[src/rtl/mmio_responder.sv]
// Memory-mapped I/O target on the SRAM-style A1/CSB1/WEB1/OEB1 port: transmit byte FIFO,
// down-counting timer with interrupt, and a scratch register in a 16-word window.
module mmio_responder #(
  parameter logic [7:0] BASE       = 8'hF0,
  parameter int         FIFO_DEPTH = 4,
  parameter int         N          = 16
) (
  input  logic         clock,
  input  logic         reset,
  input  logic [7:0]   A1,
  input  logic         CSB1,
  input  logic         WEB1,
  input  logic         OEB1,
  input  logic [N-1:0] I1,
  output logic [N-1:0] O1,
  output logic         hit,
  output logic [7:0]   out_data,
  output logic         out_valid,
  input  logic         out_ready,
  output logic         irq
);
  localparam int AW = $clog2(FIFO_DEPTH);
  localparam logic [AW:0] DEPTH_C = (AW+1)'(FIFO_DEPTH);

  typedef enum logic {IDLE, RUN} tstate_e;

  tstate_e        state_q, state_d;
  logic [N-1:0]   o1_q, o1_d;
  logic           hit_q, hit_d;
  logic [7:0]     mem_q [FIFO_DEPTH];
  logic [7:0]     mem_d [FIFO_DEPTH];
  logic [AW-1:0]  rptr_q, rptr_d, wptr_q, wptr_d;
  logic [AW:0]    count_q, count_d;
  logic           overflow_q, overflow_d;
  logic           expired_q, expired_d;
  logic [N-1:0]   load_q, load_d;
  logic [2:0]     ctrl_q, ctrl_d;
  logic [N-1:0]   tcount_q, tcount_d;
  logic [N-1:0]   scratch_q, scratch_d;

  logic           sel, wr, rd, pop, push_req, push, ctrl_wr, expire;
  logic [3:0]     offset;
  logic [N-1:0]   status, ctrl_rd, rdata;

  always_comb begin
    // Address bit 0 is the MSB, so the window nibble A1[0:3] lives in A1[7:4] here.
    sel      = !CSB1 && (A1[7:4] == BASE[7:4]);
    offset   = A1[3:0];
    wr       = sel && !WEB1;
    rd       = sel && WEB1;

    status        = '0;
    status[0]     = (count_q == '0);
    status[1]     = (count_q == DEPTH_C);
    status[2]     = expired_q;
    status[3]     = (state_q == RUN);
    status[4]     = overflow_q;
    status[8 +: AW+1] = count_q;
    ctrl_rd       = '0;
    ctrl_rd[2:0]  = ctrl_q;

    case (offset)
      4'h0:    rdata = status;
      4'h2:    rdata = load_q;
      4'h3:    rdata = ctrl_rd;
      4'h4:    rdata = tcount_q;
      4'h5:    rdata = scratch_q;
      default: rdata = '0;
    endcase

    state_d    = state_q;
    o1_d       = o1_q;
    hit_d      = sel;
    mem_d      = mem_q;
    rptr_d     = rptr_q;
    wptr_d     = wptr_q;
    count_d    = count_q;
    overflow_d = overflow_q;
    expired_d  = expired_q;
    load_d     = load_q;
    ctrl_d     = ctrl_q;
    tcount_d   = tcount_q;
    scratch_d  = scratch_q;
    expire     = 1'b0;

    if (rd) o1_d = rdata;

    pop      = (count_q != '0) && out_ready;
    push_req = wr && (offset == 4'h1);
    push     = push_req && ((count_q != DEPTH_C) || pop);
    if (push) begin
      mem_d[wptr_q] = I1[7:0];
      wptr_d        = wptr_q + 1'b1;
    end
    if (pop) rptr_d = rptr_q + 1'b1;
    case ({push, pop})
      2'b10:   count_d = count_q + 1'b1;
      2'b01:   count_d = count_q - 1'b1;
      default: count_d = count_q;
    endcase

    // Clear first, then set, so a fresh overflow in the same cycle survives the W1C.
    if (wr && (offset == 4'h0) && I1[4]) overflow_d = 1'b0;
    if (push_req && !push)                overflow_d = 1'b1;

    if (wr && (offset == 4'h2)) load_d    = I1;
    if (wr && (offset == 4'h5)) scratch_d = I1;

    ctrl_wr = wr && (offset == 4'h3);
    if (ctrl_wr) ctrl_d = I1[2:0];

    if (ctrl_wr && !I1[0]) begin
      state_d = IDLE;
    end else if (ctrl_wr && !ctrl_q[0]) begin
      state_d  = RUN;
      tcount_d = load_q;
    end else if (state_q == RUN) begin
      if (tcount_q != '0) begin
        tcount_d = tcount_q - 1'b1;
      end else begin
        expire = 1'b1;
        if (ctrl_d[1]) begin
          tcount_d = load_q;
        end else begin
          ctrl_d[0] = 1'b0;
          state_d   = IDLE;
        end
      end
    end

    if (ctrl_wr && I1[N-1]) expired_d = 1'b0;
    if (expire)             expired_d = 1'b1;
  end

  always_ff @(posedge clock or negedge reset) begin
    if (!reset) begin
      state_q    <= IDLE;
      o1_q       <= '0;
      hit_q      <= 1'b0;
      mem_q      <= '{default: '0};
      rptr_q     <= '0;
      wptr_q     <= '0;
      count_q    <= '0;
      overflow_q <= 1'b0;
      expired_q  <= 1'b0;
      load_q     <= '0;
      ctrl_q     <= '0;
      tcount_q   <= '0;
      scratch_q  <= '0;
    end else begin
      state_q    <= state_d;
      o1_q       <= o1_d;
      hit_q      <= hit_d;
      mem_q      <= mem_d;
      rptr_q     <= rptr_d;
      wptr_q     <= wptr_d;
      count_q    <= count_d;
      overflow_q <= overflow_d;
      expired_q  <= expired_d;
      load_q     <= load_d;
      ctrl_q     <= ctrl_d;
      tcount_q   <= tcount_d;
      scratch_q  <= scratch_d;
    end
  end

  assign O1        = OEB1 ? '0 : o1_q;
  assign hit       = hit_q;
  assign out_data  = mem_q[rptr_q];
  assign out_valid = (count_q != '0);
  assign irq       = expired_q && ctrl_q[2];

endmodule

[config.mk]
export PLATFORM = sky130hd
export DESIGN_NAME = mmio_responder
export DESIGN_NICKNAME = d
export VERILOG_FILES = /design/src/rtl/mmio_responder.sv
export SDC_FILE = /design/constraint.sdc
export NUM_CORES = 1
export LEC_CHECK = 0
export CAP_MARGIN = 5
export CORE_MARGIN = 8
export CORE_UTILIZATION = 57
export CTS_CLUSTER_DIAMETER = 80
export DETAILED_ROUTE_END_ITERATION = 7
export GPL_ROUTABILITY_DRIVEN = 1
export GPL_TIMING_DRIVEN = 0
export PLACE_DENSITY = 0.8
export SYNTH_ARGS = -nofsm -noshare
export SYNTH_HDL_FRONTEND = slang
export SYNTH_SLANG_ARGS = --single-unit
[constraint.sdc]
create_clock -name clock -period 2.49 [get_ports clock]
set_input_delay 0.498 -clock clock [delete_from_list [all_inputs] [get_ports clock]]
set_output_delay 0.498 -clock clock [all_outputs]
set_load 0.01 [all_outputs]
# --- Word level (Yosys, flattened, before mapping) ---
# Cells that the tools add are included.
word_totals:
  ff_bits: 110
  inputBits: 30
  out_inout_bits: 27
classes:
  add_sub_neg: 5
  n_lt_le_gt_ge: 3
  eq_ne: 10
  n_mux: 32
  n_bitwise: 3
  n_reduce_logical: 33
op_table:
  columns: ["operator", "count"]
  rows:
  - ["16-bit 2-to-1 mux", 5]
  - ["16-bit case mux with 5 select lines", 1]
  - ["32-bit bitwise mux", 1]
  - ["8-bit 2-to-1 mux", 3]
  - ["1-bit 2-to-1 mux", 18]
  - ["1-bit logical AND", 17]
  - ["8-bit binary-select mux with 2-bit select", 1]
  - ["8-bit demux with 2-bit select", 1]
  - ["16-bit nonzero test", 1]
  - ["16-bit by 1-bit subtractor with 16-bit output (second input constant)", 1]
  - ["4-bit by 2-bit == test with 1-bit output (second input constant)", 2]
  - ["4-bit by 3-bit == test with 1-bit output (second input constant)", 2]
  - ["2-bit nonzero test", 4]
  - ["3-bit greater-or-equal comparator (second input constant)", 2]
  - ["2-bit inverter with 3-bit output", 2]
  - ["3-bit case mux with 2 select lines", 1]
  - ["3-bit nonzero test", 2]
  - ["1-bit zero test", 5]
  - ["2-bit by 1-bit adder with 2-bit output (second input constant)", 2]
  - ["4-bit by 1-bit == test with 1-bit output (second input constant)", 1]
  - ["4-bit == test (second input constant)", 1]
  - ["4-bit zero test", 1]
  - ["3-bit by 1-bit adder with 3-bit output (second input constant)", 1]
  - ["3-bit == test (second input constant)", 1]
  - ["10 further kinds", 10]

# --- Longest topological paths before layout ---
# Gate-level depths: netlist of the first run.
logic_depth:
  depth_word: 10
  ltp_mapped: 11

# --- Least setup slack after synthesis of the first run ---
# No wires, ideal clock.
synth_path:
  path_kind: "input-to-reg"
  startpoint: "input port A1[6]"
  endpoint: "register count_q[1]"
  arrival_time_ps: 2140
  required_time_ps: 2407
  setup_slack_ps: 268
  cell_stages: 9
  path_cell_list: "nand4_1 nor3_1 and4_1 buf_2 inv_1 ha_1 inv_1 fa_1 o21ai_0"
synth_between:
  elab_chain_len: 7
synth_rtl:
  columns: ["element", "line", "rtl"]
  rows:
  - ["start, declared", "10", "input logic [7:0] A1,"]
  - ["4-bit == test *", "47", "sel = !CSB1 && (A1[7:4] == BASE[7:4]);"]
  - ["1-bit logical AND *", "47", null]
  - ["1-bit logical AND *", "49", "wr = sel && !WEB1;"]
  - ["1-bit logical AND *", "89", "push_req = wr && (offset == 4'h1);"]
  - ["1-bit logical AND *", "90", "push = push_req && ((count_q != DEPTH_C) || pop);"]
  - ["2-bit by 1-bit == test with 1-bit output or 2-bit == test (tied branches)", "96", "case ({push, pop})"]
  - ["3-bit case mux with 2 select lines or 2-bit nonzero test (tied branches)", null, null]
  - ["end signal, assigned", "157", "count_q <= count_d;"]
  - ["end, declared", "33", "logic [AW:0] count_q, count_d;"]
# Every way passes the cells marked *; elsewhere a longest branch is shown, timed or not.
# A chain may end at the register's enable or synchronous reset.

# --- Worst setup path after layout of the first run ---
layout_path:
  startpoint: "input port A1[2]"
  endpoint: "register load_q[8]"
layout_between:
  elab_chain_len: 2
layout_rtl:
  columns: ["element", "line", "rtl"]
  rows:
  - ["4-bit by 2-bit == test with 1-bit output", "106", "if (wr && (offset == 4'h2)) load_d = I1;"]
  - ["1-bit logical AND", "106", null]
  - ["end signal, assigned", "160", "load_q <= load_d;"]
  - ["end, declared", "36", "logic [N-1:0] load_q, load_d;"]
# Every way passes these cells.

==> impl_metrics.py, run 1 <==
metrics = {
    "status": {
        "status": "completed",
    },
    "power": {
        "power_frac_comb": 0.197,
        "power.switching_mw": 1.22,
        "clock_power_share": 0.275,
        "totalPowerFinal_mw": 4.07,
        "p_sw_frac": 0.299,
        "leakagePower_nw": 3.05,
        "ir_drop_uv": 445,
        "p_int_mw": 2.86,
        "pwr-share-seq": 0.528,
        "powerDensity_nw_per_um2": 625,
    },
    "logic_synthesis": {
        "syn_inst": 465,
        "synth-compound-area-share": 0.122,
        "synth-seq-area-share": 0.502,
        "synth_edf_count": 0,
        "avgSynthCellArea_um2": 11.8,
        "synthMuxAreaShare": 0.195,
        "synth_area_um2": 5480,
        "synth_top_family_by_area": "multiplexers",
        "syn_nets": 503,
        "ys_types": 59,
        "yosys_warnings": 0,
        "synth_fa_ha_area_frac": 0.0196,
        "ys_ff_latch": 110,
        "async_reset_ff_frac": 1.00,
        "synthSimpleGateAreaFrac": 0.110,
        "synth_xor_xnor_area_share": 0.00958,
        "synth-main-ff-cell": "dfrtp_1",
    },
    "timing": {
        "fin_skew_ns": 0.0134,
        "fmax_mhz": 410,
        "slew_viol_final": 0,
        "max_slew.worst_pin.slew_ns": 0.800,
        "fin_ws_ns": 0.0492,
        "rsz0062_at_grt": "true",
        "final.min_clock_period_ns": 2.44,
        "setup_viol": 0,
        "max-slew-margin-rel": 0.467,
        "hold_viol_final": 0,
        "finalCritPeriodShare": 0.980,
    },
    "clock_network": {
        "clkTransAtPathRegs_ns": 0.10,
        "clock-root-buffer": "clkbuf_8",
        "cts_max_level": 3,
        "cts_buffer_depth": 2,
        "cts.sinks": 110,
        "cts-buffers-inserted": 9,
        "cts_tree": "yes",
        "clk_latency_ns": 0.38,
    },
    "floorplanning": {
        "die_height_um": 114,
        "die-area_um2": 13000,
        "die_x_um": 114,
        "io_pins": 57,
        "start_util": 0.591,
        "num_rows": 35,
        "core_um2": 9280,
    },
    "hold_path": {
        "hold_path_class": "in2async",
    },
    "cells_and_area": {
        "final_cell_mix": "dfrtp_1, mux2_2, clkdlybuf4s50_1, nand2_1, o21ai_0",
        "mostFrequentLayoutCell": "dfrtp_1",
        "num_antenna_cells": 0,
        "syn_to_final_growth_pct": 18.8,
        "fin_area_um2": 6510,
        "nNetsFinal": 571,
        "layout-drive-gt1-share": 0.236,
        "layout.cells.non_filler": 667,
    },
    "critical_path": {
        "slowest_stage": "clkdlybuf4s50_1",
        "path_delay_family": "simple AND/OR/NAND/NOR gates",
        "endpoint_kind": "register",
        "critPathRequiredTime_ns": 2.75,
        "critPathKind": "in2reg",
        "path_buf_inv": 2,
        "crit_chain": "clkdlybuf4s50_1, nor2_1, nand2_1, nor2_2, nand2_1, clkbuf_2, mux2_2",
        "cp_max_fo": 10,
        "start_kind": "input pin",
        "worstPathArrival_ns": 2.70,
        "crit_top_cell": "nand2_1",
        "worst_path_largest_cell_delay_ns": 0.50,
    },
    "global_route": {
        "antenna_found_initial": 0,
        "grt_pass1_wl_mm": 21.3,
        "grt_max_degree": 60,
        "grt_pass1_vias": 4138,
        "grt_usage": 0.211,
        "grt_overflow": 0,
    },
    "placement": {
        "gp_congestion": 0.914,
        "placed_cells": 650,
        "port_buffers": 54,
        "dpl.hpwl_mm": 9.36,
        "placedInstanceArea_um2": 6210,
        "pre_cts_slack_ns": -0.597,
    },
    "routing": {
        "vias": 4059,
        "ant_nets": 0,
        "drt_iter0_drc": 298,
        "viasPerCell": 6.09,
        "remaining_drc_errors": 0,
        "wire_per_inst_um": 19.7,
        "drt_first_pass_iters": 6,
        "drt-total-wl_mm": 13.1,
    },
    "flow_run": {
        "drv_cap": 0,
    },
}
==> synthesized netlist by cell type (4+ instances only) <==
master,n,area [um2]
nor4_1,4,25.0
buf_6,4,45.0
nor2_1,15,56.3
nor3_1,10,50.1
mux4_2,8,180
nand2_1,40,150
nand3_1,4,20.0
mux2_2,63,709
a21boi_0,6,45.0
nor2b_1,17,106
a222oi_1,13,130
inv_1,24,90.1
clkbuf_1,9,33.8
buf_2,6,30.0
ha_1,7,87.6
mux2i_1,18,180
a22oi_1,9,67.6
dfrtp_1,110,2750
o2bb2ai_1,5,43.8
o21ai_0,27,135
o22ai_1,9,56.3
==> metrics by stage <==
| stage | hold WS [ns] | TNS, ns | utilization |
|---|---|---|---|
| CTS | 0.212 | 0 | 0.696 |
| global route | 0.247 | -0.0683 | 0.701 |
| global placement | 0.454 | -374.76 | 0.666 |
| finish | 0.177 | 0 | 0.701 |
| detailed placement | 0.470 | -33.89 | 0.669 |
| floorplan | 0.202 | 0 | - |
==> state kept, by name, summed over array words and instances (netlist names), 2 cells and up <==
name,cells
wptr_q,2
tcount_q,16
rptr_q,2
count_q,3
load_q,16
ctrl_q,3
scratch_q,16
mem_q,32
o1_q,16
==> kinds of logic after synthesis <==
logic type               count (synthesis)
multiplexers                            89
adder cells (fa/ha/maj)                  8
XOR/XNOR                                 6
flip-flops                             110
AO/OA/AOI/OAI                           90
buffers and inverters                   48
AND/OR/NAND/NOR                        114
==> power groups by stage <==
stage | Combinational, mW | Clock [mW] | Sequential [mW]
2_1_floorplan | 0.520 | 0 | 2.08
3_3_place_gp | 0.728 | 0 | 2.13
3_5_place_dp | 0.762 | 0 | 2.14
4_1_cts | 0.783 | 1.14 | 2.14
5_1_grt | 0.888 | 1.21 | 2.17
6_report | 0.802 | 1.12 | 2.15
==> routing by layer <==
layer	routed length, um	track usage	part of all wire	vias up
met1	5330	0.253	0.41	2049
li1	-	-	-	1857
met2	6560	0.353	0.50	127
met5	0	0	0	-
met4	434	0.0994	0.033	0
met3	804	0.0475	0.061	26
==> layout make-up <==
class,count,area (um2)
buffer,21,130
clock buffer,11,151
clock inverter,5,56.3
fill,667,2770
inverter,25,93.8
multi-input combinational,307,2550
sequential,110,2750
tap,129,161
timing repair buffer,59,611
==> path summary, 6_finish.rpt <==
kind                                           end                    start  slack [ns]  cells after the start
hold / removal                 o1_q[5]$_DFFE_PN0P_                    reset        0.18                      1
hold reg to reg                o1_q[5]$_DFFE_PN0P_      o1_q[5]$_DFFE_PN0P_        0.49                      2
setup / recovery             load_q[8]$_DFFE_PN0P_                    A1[2]        0.05                      7
setup reg to reg           tcount_q[3]$_DFFE_PN0P_  tcount_q[2]$_DFFE_PN0P_        0.13                      6
max in group asynchronous    rptr_q[0]$_DFFE_PN0P_                    reset        1.58                      2
min in group clock             o1_q[5]$_DFFE_PN0P_      o1_q[5]$_DFFE_PN0P_        0.49                      2
==> worst reg2reg max path: stages, from the launching register on <==
cell and delay [ns]:
dfrtp_1 0.49, nor4_2 0.56, nand4_2 0.29, o211ai_4 0.38, buf_4 0.25, o2bb2ai_1 0.16, a22oi_1 0.09
==> what timing repair did <==
item	in CTS	in global routing
hold buffers	0	0
buffers inserted	2	1
resized for setup	7	11
endpoints found under the setup margin	41	36
pin swaps	0	2
(Power assumes the default switching activity.)
==> run 2: changes to the inputs <==
--- a/config.mk
+++ b/config.mk
@@ -13,6 +13,7 @@
 export GPL_ROUTABILITY_DRIVEN = 1
 export GPL_TIMING_DRIVEN = 0
 export PLACE_DENSITY = 0.8
+export SETUP_SLACK_MARGIN = 0.2
 export SYNTH_ARGS = -nofsm -noshare
 export SYNTH_HDL_FRONTEND = slang
 export SYNTH_SLANG_ARGS = --single-unit
==> run 2 against run 1 <==
  * Design area up 2.8%
  * Critical path depth unchanged
  * Setup slack better by 0.19 ns
  * Non-clock buffer count up 13
  * Clock power about the same
  * Flip-flop and latch count unchanged
  * Die area unchanged
  * Core utilization up 2.0 points
  * Power up 1.3%
  * Global-route usage up 0.082 points
  * Critical path type unchanged
  * Critical endpoint is now tcount_q[5]$_DFFE_PN0P_
  * Largest cell class unchanged
==> impl_metrics.py, run 2 (same netlist as run 1, synthesis figures left out) <==
metrics = {
    "timing": {
        "max_slew.worst_pin.slew_ns": 0.790,
        "setup_viol": 0,
        "rsz0062_at_grt": "true",
        "hold_viol_final": 0,
        "slew_viol_final": 0,
        "max-slew-margin-rel": 0.473,
        "final.min_clock_period_ns": 2.25,
        "finalCritPeriodShare": 0.903,
        "fmax_mhz": 445,
        "fin_skew_ns": 0.0113,
    },
    "clock_network": {
        "cts_max_level": 3,
        "clk_latency_ns": 0.38,
        "cts_buffer_depth": 2,
        "cts-buffers-inserted": 9,
        "clkTransAtPathRegs_ns": 0.10,
        "cts_tree": "yes",
        "cts.sinks": 110,
        "clock-root-buffer": "clkbuf_8",
    },
    "routing": {
        "ant_nets": 0,
        "drt_first_pass_iters": 6,
        "vias": 4100,
        "wl_met3_um": 875,
        "route.met2.wl_mm": 6.60,
        "drt_iter0_drc": 328,
        "wire_per_inst_um": 19.4,
        "highest_layer": "met4",
        "viasPerCell": 6.03,
        "remaining_drc_errors": 0,
        "drt-total-wl_mm": 13.2,
        "drt-met1-wl_mm": 5.27,
    },
    "critical_path": {
        "critPathKind": "in2reg",
        "start_kind": "input pin",
        "path_buf_inv": 2,
        "slowest_stage": "or4_4",
        "worst_path_largest_cell_delay_ns": 0.53,
        "crit_top_cell": "a22o_1",
        "crit_chain": "dlygate4sd2_1, nand4bb_1, or4_4, o32a_1, buf_6, a22o_1, a22o_1",
        "endpoint_kind": "register",
        "cp_max_fo": 9,
        "critPathRequiredTime_ns": 2.76,
        "path_delay_family": "compound AO/OA/AOI/OAI gates",
        "worstPathArrival_ns": 2.52,
    },
    "global_route": {
        "grt_max_degree": 60,
        "grt_pass1_vias": 4200,
        "antenna_found_initial": 0,
        "grt_usage": 0.212,
        "grt_pass1_wl_mm": 21.4,
        "grt_overflow": 0,
    },
    "placement": {
        "dpl.hpwl_mm": 9.36,
        "gp_congestion": 0.914,
        "port_buffers": 54,
    },
    "flow_run": {
        "drv_cap": 0,
    },
    "power": {
        "ir_drop_uv": 501,
        "totalPowerFinal_mw": 4.13,
        "leakagePower_nw": 3.23,
        "powerDensity_nw_per_um2": 616,
    },
    "hold_path": {
        "hold_path_class": "in2async",
    },
    "cells_and_area": {
        "final_cell_mix": "dfrtp_1, mux2_2, nand2_1, clkdlybuf4s50_1, o21ai_0",
        "fill_cells": 641,
        "syn_to_final_growth_pct": 22.1,
        "mostFrequentLayoutCell": "dfrtp_1",
        "nNetsFinal": 584,
        "final_core_util": 0.721,
        "layout-drive-gt1-share": 0.270,
        "top_register": "mem_q",
        "num_antenna_cells": 0,
        "largest_register_ffs": 32,
    },
    "floorplanning": {
        "core_um2": 9280,
        "start_util": 0.591,
        "die-area_um2": 13000,
        "io_pins": 57,
        "die_x_um": 114,
        "num_rows": 35,
        "die_height_um": 114,
    },
    "status": {
        "status": "completed",
    },
}
==> run 2: cell count changes in the layout (fill, tap and decap cells not counted), sizes merged <==
cell	change
buf	+11
dlygate4sd2	+10
dlymetal6s2s	+4
clkdlybuf4s15	+1
clkdlybuf4s50	-15
clkbuf	+2
==> run 2: worst paths after layout <==
kind,start,depth (start not counted),slack (ns),endpoint
max in group asynchronous,reset,2,1.60,mem_q[30]$_DFFE_PN0P_
min in group clock,CSB1,2,0.44,hit$_DFF_PN0_
max reg2reg,tcount_q[1]$_DFFE_PN0P_,9,0.27,tcount_q[5]$_DFFE_PN0P_
max,A1[3],7,0.24,tcount_q[5]$_DFFE_PN0P_
min,reset,1,0.17,o1_q[5]$_DFFE_PN0P_
min reg2reg,o1_q[5]$_DFFE_PN0P_,2,0.49,o1_q[5]$_DFFE_PN0P_
==> run 2: per-stage QoR <==
step / TNS (ns) / std cells / worst slack [ns] / area, um2 / hold WS [ns]
2_1_floorplan: 0 / 465 / 0.268 / 5480 / 0.202
5_1_grt: 0 / 680 / 0.178 / 6700 / 0.245
3_3_place_gp: -374.76 / 648 / -3.13 / 6180 / 0.454
6_report: 0 / 680 / 0.240 / 6700 / 0.174
3_5_place_dp: -33.89 / 650 / -0.597 / 6210 / 0.470
4_1_cts: 0 / 670 / 0.0151 / 6530 / 0.212
==> run 2: power by group <==
part | internal (mW) | leakage (nW) | switching, mW
registers | 1.93 | 1.44 | 0.210
logic | 0.432 | 1.69 | 0.438
clock network | 0.520 | 0.106 | 0.597
total | 2.88 | 3.23 | 1.25
==> run 2: timing repair <==
action                                  CTS  global route
pin swaps                                 7             8
hold buffers                              0             0
endpoints found under the hold margin     0             0
endpoints found under the setup margin  104            74
resized for setup                        36            25
buffers inserted                          4            10
==> run 2: metal layers <==
metal,GRT usage,vias to the layer above
li1,-,1881
met1,0.253,2049
met2,0.354,143
met3,0.0459,27
met4,0.106,0
met5,0,-
==> run 2: area by class of cell <==
class                      count  area [um2]  area share
tap                          129         161      0.0241
buffer                        23         174      0.0260
inverter                      25        96.3      0.0144
timing repair buffer          70         678       0.101
multi-input combinational    307        2620       0.392
clock buffer                  11         151      0.0226
clock inverter                 5        56.3     0.00841
sequential                   110        2760       0.411
